--- src/rtl/userio_osd_cmd.sv ---
// OSD command decoder: turns SPI command/data bytes into OSD buffer writes, enable/config updates and status readback.
// Optional readback (command 8'h80) is built only when USERIO_OSD_CMD_READBACK_EN is defined.
module userio_osd_cmd #(
    parameter logic [7:0] VERSION = 8'h12
) (
    input  logic        clk,
    input  logic        reset,
    input  logic        clk7_en,
    input  logic        spi_vld,
    input  logic        spi_rx,
    input  logic        spi_cmd,
    input  logic [7:0]  spi_din,
    output logic [7:0]  spi_dout,
    output logic        buf_wr,
    output logic [10:0] buf_addr,
    output logic [7:0]  buf_wdat,
    output logic        osd_enable,
    output logic [7:0]  cfg,
    input  logic [7:0]  status_in
);

    typedef enum logic [2:0] {IDLE, WRLINE, WRCFG, RDBACK, IGNORE} state_t;

    state_t     state, state_nxt;
    logic       accept;
    logic [2:0] line;
    logic [7:0] col;
    logic       do_write, do_cfg, do_line, do_on, do_off;
`ifdef USERIO_OSD_CMD_READBACK_EN
    logic [1:0] rd_idx, rd_idx_nxt;
`endif

    assign accept = clk7_en & spi_rx;

    always_ff @(posedge clk) begin
        if (reset) begin
            state <= IDLE;
        end else if (clk7_en) begin
            state <= state_nxt;
        end
    end

    // A dropped chip-select outranks any byte arriving in the same cycle.
    always_comb begin
        state_nxt = state;
        do_write  = 1'b0;
        do_cfg    = 1'b0;
        do_line   = 1'b0;
        do_on     = 1'b0;
        do_off    = 1'b0;
`ifdef USERIO_OSD_CMD_READBACK_EN
        rd_idx_nxt = rd_idx;
`endif
        if (clk7_en && !spi_vld) begin
            state_nxt = IDLE;
`ifdef USERIO_OSD_CMD_READBACK_EN
            rd_idx_nxt = 2'd0;
`endif
        end else if (accept && spi_cmd) begin
            casez (spi_din)
                8'b0010_0???: begin do_line = 1'b1; state_nxt = WRLINE; end
                8'h40:        begin do_on   = 1'b1; state_nxt = IGNORE; end
                8'h41:        begin do_off  = 1'b1; state_nxt = IGNORE; end
                8'h50:        state_nxt = WRCFG;
`ifdef USERIO_OSD_CMD_READBACK_EN
                8'h80:        begin state_nxt = RDBACK; rd_idx_nxt = 2'd0; end
`endif
                default:      state_nxt = IGNORE;
            endcase
        end else if (accept) begin
            case (state)
                WRLINE: do_write = 1'b1;
                WRCFG:  begin do_cfg = 1'b1; state_nxt = IGNORE; end
`ifdef USERIO_OSD_CMD_READBACK_EN
                RDBACK: if (rd_idx != 2'd2) rd_idx_nxt = rd_idx + 2'd1;
`endif
                default: ;
            endcase
        end
    end

    always_ff @(posedge clk) begin
        if (reset) begin
            buf_wr     <= 1'b0;
            buf_addr   <= 11'd0;
            buf_wdat   <= 8'h00;
            osd_enable <= 1'b0;
            cfg        <= 8'h00;
            line       <= 3'd0;
            col        <= 8'h00;
        end else if (clk7_en) begin
            buf_wr <= do_write;
            if (do_write) begin
                buf_addr <= {line, col};
                buf_wdat <= spi_din;
                col      <= col + 8'd1;
            end
            if (do_line) begin
                line <= spi_din[2:0];
                col  <= 8'h00;
            end
            if (do_on)  osd_enable <= 1'b1;
            if (do_off) osd_enable <= 1'b0;
            if (do_cfg) cfg <= spi_din;
        end
    end

`ifdef USERIO_OSD_CMD_READBACK_EN
    always_ff @(posedge clk) begin
        if (reset) begin
            rd_idx <= 2'd0;
        end else if (clk7_en) begin
            rd_idx <= rd_idx_nxt;
        end
    end

    // Decoded straight from registered state so the byte is ready well before the next SPI boundary.
    always_comb begin
        spi_dout = 8'h00;
        if (state == RDBACK) begin
            case (rd_idx)
                2'd0:    spi_dout = status_in;
                2'd1:    spi_dout = VERSION;
                default: spi_dout = 8'h00;
            endcase
        end
    end
`else
    assign spi_dout = 8'h00;
`endif

endmodule

--- config.mk ---
export PLATFORM = sky130hd
export DESIGN_NAME = userio_osd_cmd
export DESIGN_NICKNAME = d
export VERILOG_FILES = /design/src/rtl/userio_osd_cmd.sv
export SDC_FILE = /design/constraint.sdc
export NUM_CORES = 1
export LEC_CHECK = 0
export BUFFER_PORTS_ARGS = -buffer_cell sky130_fd_sc_hd__buf_2
export CAP_MARGIN = 40
export CORE_MARGIN = 3
export CORE_UTILIZATION = 25
export CTS_CLUSTER_DIAMETER = 30
export DETAILED_ROUTE_END_ITERATION = 8
export GPL_ROUTABILITY_DRIVEN = 0
export PLACE_DENSITY = 0.49
export SETUP_SLACK_MARGIN = 0.15
export SYNTH_ARGS = -nofsm -noshare
export SYNTH_HDL_FRONTEND = slang
export SYNTH_SLANG_ARGS = --single-unit
export TNS_END_PERCENT = 5
--- constraint.sdc ---
create_clock -name clk -period 1.7 [get_ports clk]
set_input_delay 0.255 -clock clk [delete_from_list [all_inputs] [get_ports clk]]
set_output_delay 0.255 -clock clk [all_outputs]
set_load 0.01 [all_outputs]
==> results.txt <==
- The internal portion of the total power is approximately 1.4 mW.
- Gate count after technology mapping: between 200 and 250
- After clock tree synthesis, the setup repair step added 0 buffers.
- Leaving out fill and tap cells, the most frequent cell in the layout is sky130_fd_sc_hd__dfxtp_1.
- Setup repair after global routing could not meet its margin everywhere.
- Iteration-0 DRC count of the detailed router: 29
- Once the floorplan was initialized, standard cells occupied 26.3% of the core.
* Detail Route Antenna Nets: 0
- The startpoint identified for the worst register-to-register timing path is state[2].
- Clock network fraction of design power: between 30% and 40%
- The H-tree was split into 2 levels.
- IO Port Bufs: 42
- Number of CTS-inserted buffers: 5
* Switch Pwr: between 0.4 and 0.5 mW
- Routed len/inst: 11.8 um
* Worst path slowest cell: sky130_fd_sc_hd__dfxtp_1
- Startpoint types: flip-flop
* Type of the worst setup path: reg2reg
* Most used cells in the layout excluding fill and tap cells: 43 x sky130_fd_sc_hd__dfxtp_1, 42 x sky130_fd_sc_hd__nand2_1, 42 x sky130_fd_sc_hd__buf_2
- Once layout is done, the placed cells without fillers occupy between 2000 and 2500 um2.
- Number of setup violations in the final report: 0
- Warnings from Yosys: 0
- Worst R2R Setup Slack: 180 ps
* Detailed-router iteration count before antenna repair: 4
- Post-synth top area cell: sky130_fd_sc_hd__dfxtp_1
* P per Cell Area: roughly 800 nW/um2
* Sum of overflow across all layers after global routing: 0
- Global-route met3 utilization: 3.23%
- Total negative slack for setup checks: 0 ps
- The critical path starts at state[2].
* Most crowded layer after global routing: met2
- After detailed routing, the number of vias per cell comes to approximately 4.3.
* Met2 GRT Util: around 16%
- The layout has around 800 filler cells.
- The initial antenna violation count came to 0.
- Global routing used a little over a tenth of the available tracks.
* Final cell count without fillers: ~350
* DRC viols: 0
- CTS tree: yes
- In this run, distinct cell masters in the synthesized netlist total 38.
- The most numerous cell type found on the critical path is sky130_fd_sc_hd__buf_4.
- On the final layout, the worst hold slack is around 230 ps.
* Row cnt: 30
- Leakage: 0.839 nW
- Worst IR Drop VDD: between 0.0004 and 0.0005 V
- Derived from the worst setup path, the maximum achievable clock frequency is approximately 660 MHz.
* Final wirelength: 4180 um
- Outcome: complete, no violations
- During I/O placement, the number of pins put on the boundary was between 50 and 60.
- Across all layers, the routed design uses between 1,500 and 2,000 vias.
- Crit end category: flip-flop
- Post-synth ARST share: 0%
- Net switching is a little under a quarter of the power.
- In this run the most critical hold path is launched from spi_din[7].
- Walking the worst path, the cells encountered are nand3b_2 > buf_4 > or2_0 > buf_4 > nand3b_1 > a21oi_1.
* Part of the total power dissipated in combinational logic: 5.0%
- Gates resized, CTS repair: 0
* Class of the worst hold path: in2reg
* Endpoint of the most critical register-to-register path: col[1]
* Number of max-slew violations in the final report: 0
- EDFF count, synth: 0
* Flop pwr share: between 50% and 60%
- The core region is slightly below 7000 um2.
- The top cell type by area accounts for roughly 47% of the synthesized area.
- Cell types with the largest area share after synthesis: sky130_fd_sc_hd__dfxtp_1 47%, sky130_fd_sc_hd__nand2_1 8.7%, sky130_fd_sc_hd__a21oi_1 7.2%
- After synthesis the netlist holds a flip-flop and latch count of 43.
- # nets final: 280
- The worst path uses between 80 and 90% of the clock period.
- Relative area change from synthesis to final layout: 23.5%
* Met1 track demand over resource in global routing: about 14%
* Crit path arrival time: approximately 1700 ps
- Clock-pin slew of the registers on the worst-case setup and hold paths: roughly 90 ps
* Library cell used as clock root buffer: sky130_fd_sc_hd__clkbuf_8
- The first global-routing pass estimated ~7200 um of wire.
- Antenna Diode Count: 0
- In this run the cell area of the synthesized design comes to between 1500 and 2000 um2.
* Sequential cell area fraction in the yosys report: between 40 and 50%
- Number of hold buffers added after cts: 0
- Measured along the x axis, the die boundary spans ~91 um.
- Counting tap cells, the placed design contains a total of approximately 350 instances.
* Max clock buf depth: 2
- In this run the worst path has a maximum fanout of 14.
* Number of maximum-capacitance constraint violations: 0
- Longest individual stage delay on the worst path: 320 ps
* Clock Latency Late Sink: approximately 290 ps
- Entering global routing, the biggest net connects 19 pins.
* Total number of clock tree sinks: 43
- The path with the worst hold slack has its endpoint at buf_wdat[7].
* Layout cell share with drive strength beyond 1: about a quarter
- Placed wire-length estimate: 3080 um
- The worst hold path was traced through 3 stages.
- The number of global-route vias before repair is roughly 1,500.
- Clock period minus worst slack: about 1500 ps
- Worst setup skew after layout: roughly 9.9 ps
- Summing all placed instances gives a cell area of between 2000 and 2500 um2.
* Worst Reg2Reg Path Length in Cells: 6
- CP Data Required Time: ~1900 ps
- Mean post-synth cell area: about 8.7 um2
* Most used flip-flop cell after synthesis: sky130_fd_sc_hd__dfxtp_1
- Final Hold Fails: 0
* Chip height: between 90 and 100 um
- The floorplan step defined a die boundary enclosing between 8000 and 9000 um2.
## how the worst max path moves through the flow
stage / end / slack (ps) / cells after the start
3_3_place_gp: buf_wdat[0] / 180 / 6
5_1_grt: col[0] / 50 / 5
4_1_cts: buf_wdat[0] / 190 / 5
2_1_floorplan: cfg[7] / 280 / 5
6_report: col[1] / 180 / 6
3_5_place_dp: col[1] / 180 / 7
## cell usage after synthesis, types with 2 or more instances
master	number
sky130_fd_sc_hd__a21oi_1	26
sky130_fd_sc_hd__nand2b_1	2
sky130_fd_sc_hd__nor2b_1	2
sky130_fd_sc_hd__inv_1	3
sky130_fd_sc_hd__mux2i_1	11
sky130_fd_sc_hd__clkbuf_1	4
sky130_fd_sc_hd__nand3_1	7
sky130_fd_sc_hd__buf_2	5
sky130_fd_sc_hd__nor3_1	7
sky130_fd_sc_hd__and4_4	2
sky130_fd_sc_hd__nor2_1	16
sky130_fd_sc_hd__o21ai_1	2
sky130_fd_sc_hd__o21ai_0	2
sky130_fd_sc_hd__buf_4	8
sky130_fd_sc_hd__xnor2_1	4
sky130_fd_sc_hd__nand2_1	42
sky130_fd_sc_hd__a311oi_1	2
sky130_fd_sc_hd__nand4_1	2
sky130_fd_sc_hd__dfxtp_1	43
sky130_fd_sc_hd__nand3b_1	2
## cell families (layout without fill, tap and decap cells)
group                    after synthesis  after routing  synth area share, %
flip-flops                            43             43                 47.3
other                                  1              8                0.206
multiplexers                          11             11                 6.05
adder cells (fa/ha/maj)                1              1                0.688
AO/OA/AOI/OAI                         37             37                 12.6
buffers and inverters                 22             63                 6.95
XOR/XNOR                               4              4                 1.93
AND/OR/NAND/NOR                       91             91                 24.3
## through the flow
step                      util [%]  power [mW]  worst slack [ps]
after global routing          32.5        1.87              53.4
after global placement        30.9        1.12               180
after detailed placement      30.9        1.12               179
final                         32.5        1.79               180
after floorplan                  -        1.09               279
after CTS                     32.4        1.82               186
## final cells by class
class                   instances  area (um2)  area share (%)
multi-input cells             152         870            38.7
flip-flops and latches         43         861            38.3
repair buffers                 52         285            12.7
well taps                      96         120            5.35
clock buffers                   6        82.6            3.68
clock inverters                 2        16.3           0.724
inverters                       3        11.3           0.501
## registers in the layout, indices dropped and copies added (netlist names)
signal and flops:
buf_addr 11, buf_wdat 8, cfg 8, col 8, line 3, state 3
buf_wr 1, osd_enable 1
## per-layer routing
metal,routed length (um),vias to the layer above
met4,40,0
li1,-,792
met1,2080,698
met2,1810,41
met5,0,-
met3,246,7
## power by group through the flow
stage | logic (mW) | clock network [mW] | registers, mW
finish | 0.0893 | 0.690 | 1.01
global route | 0.0989 | 0.766 | 1.01
CTS | 0.0901 | 0.723 | 1.01
detailed placement | 0.0899 | 0 | 1.03
global placement | 0.0899 | 0 | 1.03
floorplan | 0.0615 | 0 | 1.03
## worst max-delay path: cells and delay by family, from the launching register on
kind	cells	cell delay [ps]
AND/OR/NAND/NOR	3	630
flip-flops	1	320
AO/OA/AOI/OAI	1	60
buffers and inverters	2	400
No activity file was read; power rests on OpenSTA's default activity.
